==> config.mk <==
export PLATFORM = sky130hd
export DESIGN_NAME = stim_alu_gen
export DESIGN_NICKNAME = d
export VERILOG_FILES = /design/src/rtl/stim_alu_gen.sv
export SDC_FILE = /design/constraint.sdc
export NUM_CORES = 1
export LEC_CHECK = 0
export CORE_MARGIN = 8
export CORE_UTILIZATION = 55
export CTS_BUF_LIST = sky130_fd_sc_hd__clkbuf_4 sky130_fd_sc_hd__clkbuf_8
export CTS_CLUSTER_DIAMETER = 30
export CTS_CLUSTER_SIZE = 8
export DETAILED_ROUTE_END_ITERATION = 8
export PLACE_DENSITY = 0.81
export SLEW_MARGIN = 20
export SYNTH_ARGS = -nofsm -noshare
export SYNTH_HDL_FRONTEND = slang
export SYNTH_SLANG_ARGS = --single-unit
==> constraint.sdc <==
create_clock -name clk -period 9.9 [get_ports clk]
set_input_delay 1.98 -clock clk [delete_from_list [all_inputs] [get_ports clk]]
set_output_delay 1.98 -clock clk [all_outputs]
set_load 0.02 [all_outputs]
==> src/rtl/stim_alu_gen.sv <==
`default_nettype none
// ============================================================================
// Module   : stim_alu_gen
// Purpose  : Stimulus/ALU pair generator. A start pulse launches a run that
//            pushes (instruction, result) pairs from a free-running counter
//            into a small first-word-fall-through FIFO. The result is
//            f(counter) for a selectable ALU op (XOR/ADD/SUB/ROTL). A run
//            ends on reaching 'limit' pairs or on 'stop', then drains the
//            FIFO and reports done.
// Ports    : clk, reset_n (async, active low)
//            start, stop           - run control
//            mode[1:0], operand, limit - run configuration, latched at start
//            out_valid/out_ready   - handshake, out_instr/out_result = head
//            busy, done, count     - status
// Revision : 1.0 - initial release
// ============================================================================
module stim_alu_gen #(
  parameter int WIDTH = 16,
  parameter int DEPTH = 4
) (
  input  logic             clk,
  input  logic             reset_n,
  input  logic             start,
  input  logic             stop,
  input  logic [1:0]       mode,
  input  logic [WIDTH-1:0] operand,
  input  logic [WIDTH-1:0] limit,
  output logic             out_valid,
  input  logic             out_ready,
  output logic [WIDTH-1:0] out_instr,
  output logic [WIDTH-1:0] out_result,
  output logic             busy,
  output logic             done,
  output logic [WIDTH-1:0] count
);

  localparam int AW = $clog2(DEPTH);
  localparam int SW = $clog2(WIDTH);
  localparam logic [WIDTH-1:0] ONE     = {{(WIDTH-1){1'b0}}, 1'b1};
  localparam logic [AW:0]      PTR_ONE = {{AW{1'b0}}, 1'b1};

  typedef enum logic [1:0] {
    S_IDLE  = 2'd0,
    S_RUN   = 2'd1,
    S_DRAIN = 2'd2,
    S_DONE  = 2'd3
  } state_t;

  state_t           state, state_nxt;
  logic [WIDTH-1:0] counter;
  logic [1:0]       mode_q;
  logic [WIDTH-1:0] operand_q;
  logic [WIDTH-1:0] limit_q;

  logic [WIDTH-1:0] fifo_instr  [DEPTH];
  logic [WIDTH-1:0] fifo_result [DEPTH];
  // Pointers carry one extra wrap bit so full and empty can be told apart.
  logic [AW:0]      wr_ptr, rd_ptr;

  logic             full, empty, push, pop, start_run;
  logic [WIDTH-1:0] alu_val;

  assign empty = (wr_ptr == rd_ptr);
  assign full  = (wr_ptr[AW] != rd_ptr[AW]) && (wr_ptr[AW-1:0] == rd_ptr[AW-1:0]);
  assign pop   = out_valid && out_ready;

  assign start_run = ((state == S_IDLE) || (state == S_DONE)) && start && !stop;

  // ALU on the current counter value with the configuration latched at start.
  // ROTL: duplicate the word, shift, and keep the upper half.
  always_comb begin
    alu_val = '0;
    case (mode_q)
      2'd0:    alu_val = counter ^ operand_q;
      2'd1:    alu_val = counter + operand_q;
      2'd2:    alu_val = counter - operand_q;
      default: alu_val = WIDTH'(({counter, counter} << operand_q[SW-1:0]) >> WIDTH);
    endcase
  end

  // Next state and push decision. Stop takes priority over pushing; the
  // push that reaches a non-zero limit is the last one of the run.
  always_comb begin
    state_nxt = state;
    push      = 1'b0;
    case (state)
      S_IDLE, S_DONE: begin
        if (start_run) state_nxt = S_RUN;
      end
      S_RUN: begin
        if (stop) begin
          state_nxt = S_DRAIN;
        end else if (!full) begin
          push = 1'b1;
          if ((limit_q != '0) && ((count + ONE) == limit_q)) state_nxt = S_DRAIN;
        end
      end
      S_DRAIN: begin
        if (empty) state_nxt = S_DONE;
      end
      default: state_nxt = S_IDLE;
    endcase
  end

  always_ff @(posedge clk or negedge reset_n) begin
    if (!reset_n) begin
      state     <= S_IDLE;
      counter   <= '0;
      count     <= '0;
      mode_q    <= 2'd0;
      operand_q <= '0;
      limit_q   <= '0;
      wr_ptr    <= '0;
      rd_ptr    <= '0;
    end else begin
      state <= state_nxt;
      if (start_run) begin
        mode_q    <= mode;
        operand_q <= operand;
        limit_q   <= limit;
        counter   <= '0;
        count     <= '0;
      end
      if (push) begin
        wr_ptr  <= wr_ptr + PTR_ONE;
        counter <= counter + ONE;
        count   <= count + ONE;
      end
      if (pop) rd_ptr <= rd_ptr + PTR_ONE;
    end
  end

  // Storage needs no reset: entries are only visible while out_valid is set.
  always_ff @(posedge clk) begin
    if (push) begin
      fifo_instr[wr_ptr[AW-1:0]]  <= counter;
      fifo_result[wr_ptr[AW-1:0]] <= alu_val;
    end
  end

  assign out_valid  = !empty;
  assign out_instr  = out_valid ? fifo_instr[rd_ptr[AW-1:0]]  : '0;
  assign out_result = out_valid ? fifo_result[rd_ptr[AW-1:0]] : '0;
  assign busy       = (state == S_RUN) || (state == S_DRAIN);
  assign done       = (state == S_DONE);

endmodule
`default_nettype wire

# Word level (Yosys, flattened, before mapping)
# Memory sizes are Yosys's and may differ from the RTL's.
# Cells that the tools add are included.
# totals
regBits	74
word_cells	63
ramBits	128
out_inout_bits	51
memories	2
inputBits	39
# op_classes
addsub	6
eq_ne	13
shifts	1
reduce_logical	15
mux	17
bitwise	1
# memory_table
memory	words	word_bits	rd	rd_ports_with_merged_regs	wr	line_no	rtl
fifo_instr	4	16	1	0	1	55	logic [WIDTH-1:0] fifo_instr [DEPTH];
fifo_result	4	16	1	0	1	56	logic [WIDTH-1:0] fifo_result [DEPTH];
# ops
cell	n
16-bit 2-to-1 mux	5
16-bit case mux with 3 select lines	1
16-bit by 1-bit adder with 16-bit output (second input constant)	2
32-bit by 4-bit << shifter with 32-bit output	1
16-bit adder	1
16-bit == test	1
16-bit nonzero test	1
16-bit subtractor	1
16-bit bitwise XOR	1
2-bit 2-to-1 mux	5
3-bit by 1-bit adder with 3-bit output (second input constant)	2
2-bit == test (second input constant)	3
3-bit inequality test (second input constant)	2
2-bit case mux with 3 select lines	1
1-bit logical AND	5
1-bit 2-to-1 mux	5
2-bit by 1-bit == test with 1-bit output (second input constant)	2
2-bit logical NOT	2
2-bit inequality test (second input constant)	2
4-bit AND reduction	1
3-bit == test	1
2-bit == test	1
1-bit logical NOT	2
1-bit logical OR	2
3 further kinds	3

# Depth between registers and ports, before layout
# logic_depth
ltp_word	7
ltp_mapped	16

# Worst setup path before layout
# Ideal clock, no wire load.
# synth_path
kind	input to register
startpoint	input port stop
endpoint	memory fifo_instr[0][0], enable pin
setup_time_ps	392
arrival_ps	3496
path_buffers	1
path_stages	3
slack_ps	6012
path_cell_list	nor3b_2 > clkbuf_1 > and2_1
# synth_via
elab_chain_cells	4
# synth_lines
item	line_no	rtl
start, declared	24	input logic stop,
1-bit 2-to-1 mux	91	if (stop) begin
1-bit 2-to-1 mux	86	case (state)
1-bit 2-to-1 mux	135	if (push) begin
1-bit 2-to-1 mux (not written as such)	136	fifo_instr[wr_ptr[AW-1:0]] <= counter;
end, declared	55	
# Every way passes these cells.

# Final worst setup path
# layout_path
startpoint	register rd_ptr[0]
endpoint	output port out_result[6]
# layout_via
elab_chain_cells	2
word_cells_on_any_way	3
# layout_lines
item	line_no	rtl
start, declared	58	logic [AW:0] wr_ptr, rd_ptr;
start signal, assigned	129	if (pop) rd_ptr <= rd_ptr + PTR_ONE;
memory 4 x 16 bit / 3-bit == test (equally long branches)	n/a	
16-bit 2-to-1 mux *	143	assign out_result = out_valid ? fifo_result[rd_ptr[AW-1:0]] : '0;
end, declared	31	output logic [WIDTH-1:0] out_result,
# Every way passes the cells marked *; elsewhere a longest branch is shown, timed or not.

==> flow_summary.json <==
{
  "finalCritPeriodShare_pct": 47.8,
  "initial_utilization_pct": 56.1,
  "routedWlPerCell_um": 18.9,
  "fp.dieH_um": 157,
  "cp-start-kind": "flop",
  "fmax_mhz": 211,
  "postCtsHoldBufs": 0,
  "track_usage_pct": 19.8,
  "maxSlewViolCount": 0,
  "fp.coreArea_um2": 19500,
  "drt-total-wl_um": 23800,
  "drt-initial-drc-count": 566,
  "post-cts-setup-buffers": 0,
  "placementRows": 51,
  "finalWorstSetupSlack_ns": 5.17,
  "first_pass_iters": 4,
  "antenna_cells": 0,
  "port_buffers": 89,
  "dp_worst_setup_slack_ns": 5.39,
  "crit_start": "rd_ptr[0]",
  "syn-mean-instance-area_um2": 12.4,
  "gp_congestion": 0.876,
  "ir_worst_vdd_mv": 0.189,
  "clk_pin_slew_ns": 0.06,
  "path_delay_family": "buffers and inverters",
  "ys_types": 66,
  "worst_pin_slew_ns": 1.00,
  "slew_headroom_pct": 33.2,
  "critPathArrivalTime_ns": 2.75,
  "synthCells": 880,
  "antenna_found_initial": 0,
  "status": "finished, final reports clean",
  "slowest_delay_ns": 0.61,
  "path_cells": "buf_4 -> mux4_2 -> and2_1 -> clkdlybuf4s50_1",
  "grt_pass1_wl_um": 38700,
  "period_needed_ns": 4.73,
  "cts_resized": 0,
  "endpoint_kind": "primary output",
  "die-area_um2": 24600,
  "hp-class": "flop to flop",
  "path_class": "flop to primary output",
  "cp_slowest_cell": "mux4_2",
  "synth_area_um2": 10900,
  "drive_above_1_share_pct": 17.6,
  "synthTopCellsByCount": "edfxtp_1, dfrtp_1, o21ai_0, nand2_1, mux4_2",
  "finalHoldViolCount": 0,
  "grt_overflow_total": 0,
  "pin_count": 90,
  "rsz0062_at_grt": "false",
  "yosysSeqAreaShare_pct": 52.2,
  "hpwl_um": 15800,
  "synth_top_area_share_pct": 35.2,
  "drv_cap": 0,
  "required_ns": 7.92,
  "cts-buffers-inserted": 39,
  "worstPathMaxFanout": 34,
  "synth_area_leader_cell": "edfxtp_1",
  "tns_ns": 0,
  "synth.most_common_cell": "edfxtp_1",
  "power_density_nw_per_um2": 346,
  "grt_pass1_vias": 7463,
  "vias": 7434,
  "drc": 0,
  "ys_warn_count": 0,
  "ctsHtreeMaxLevel": 2,
  "cp_num_buf_inv": 2,
  "synth-async-reset-ratio_pct": 36.6,
  "synth_ff_type": "edfxtp_1",
  "r2r-start": "operand_q[0]",
  "synth_edf_count": 128,
  "cts-root-buf": "clkbuf_8",
  "area_growth_pct": 16.9,
  "fin_nets": 1040,
  "setup_viol": 0,
  "clkSinkCount": 202,
  "cts_tree": "done",
  "insertion_delay_ns": 0.52,
  "clk_path_buf_depth": 3,
  "syn_nets": 950,
  "ys_ff_latch": 202,
  "regToRegSetupSlack_ns": 5.88,
  "synth_area_leaders": "edfxtp_1, dfrtp_1, mux4_2",
  "die_w_um": 157,
  "vias_per_cell": 5.90,
  "postRouteAntennaNets": 0,
  "grt_max_degree": 75,
  "skew_ns": 0.0203,
  "min_from": "wr_ptr[2]",
  "p_leak_nw": 4.80
}
-- worst paths after layout --
path | cells past startpoint | endpoint
worst max-delay path | 4 | out_result[6]
worst min-delay path | 1 | wr_ptr[2]
worst max register to register | 12 | fifo_result[1][11]
worst min register to register | 1 | wr_ptr[2]
max in group asynchronous | 1 | rd_ptr[0]
min in group asynchronous | 1 | limit_q[15]
-- power by group --
| part | switching (mW) | internal (mW) | leakage, nW |
|---|---|---|---|
| Sequential | 0.203 | 1.20 | 2.09 |
| Clock | 0.344 | 0.481 | 0.398 |
| Combinational | 1.18 | 1.01 | 2.31 |
-- kinds of logic after synthesis --
logic type | Yosys count | share of synthesized area, %
compound gates | 165 | 9.06
buf+inv | 74 | 3.07
mux | 103 | 15.0
flops | 202 | 52.2
simple gates | 236 | 11.5
fa+ha+maj | 31 | 3.62
xor+xnor | 69 | 5.54
-- registers in the layout (all words and copies together), names as in the netlist --
register	count
wr_ptr	3
limit_q	16
fifo_instr	64
rd_ptr	3
state	2
mode_q	2
operand_q	16
count	16
fifo_result	64
counter	16
-- placed cells by master, fill, tap and decap left out, types with 40 or more instances in the layout --
cell type	netlist	final
mux4_2	43	43
and2_1	41	41
nand2_1	66	66
xnor2_1	40	40
edfxtp_1	128	128
o21ai_0	71	71
mux2_2	40	40
clkdlybuf4s50_1	0	88
dfrtp_1	74	73
clkbuf_8	2	41
-- metrics by stage --
stage | util [%] | power, mW | area [µm²] | instances | hold WS (ns)
floorplan | - | 2.92 | 10900 | 880 | 0.460
global placement | 61.4 | 3.54 | 12000 | 1193 | 0.475
detailed placement | 61.4 | 3.59 | 12000 | 1193 | 0.484
CTS | 65.5 | 4.43 | 12700 | 1260 | 0.494
global route | 65.5 | 4.70 | 12800 | 1261 | 0.498
finish | 65.5 | 4.42 | 12800 | 1261 | 0.492
-- layout make-up --
class	count	area, µm²
clock inverters	15	145
fillers	1459	6710
flip-flops and latches	202	5700
clock buffers	52	647
repair buffers	99	967
multi-input cells	604	4880
inverters	24	90.1
well taps	265	332
-- per-layer routing --
metal | up-vias | part of all wire [%] | global-route usage (%)
met5 | - | 0 | 0
met2 | 281 | 47 | 31.9
met3 | 50 | 6.9 | 3.86
met1 | 3633 | 44 | 27.0
li1 | 3470 | - | -
met4 | 0 | 2.1 | 5.45
Power figures use the tool's default switching activity.
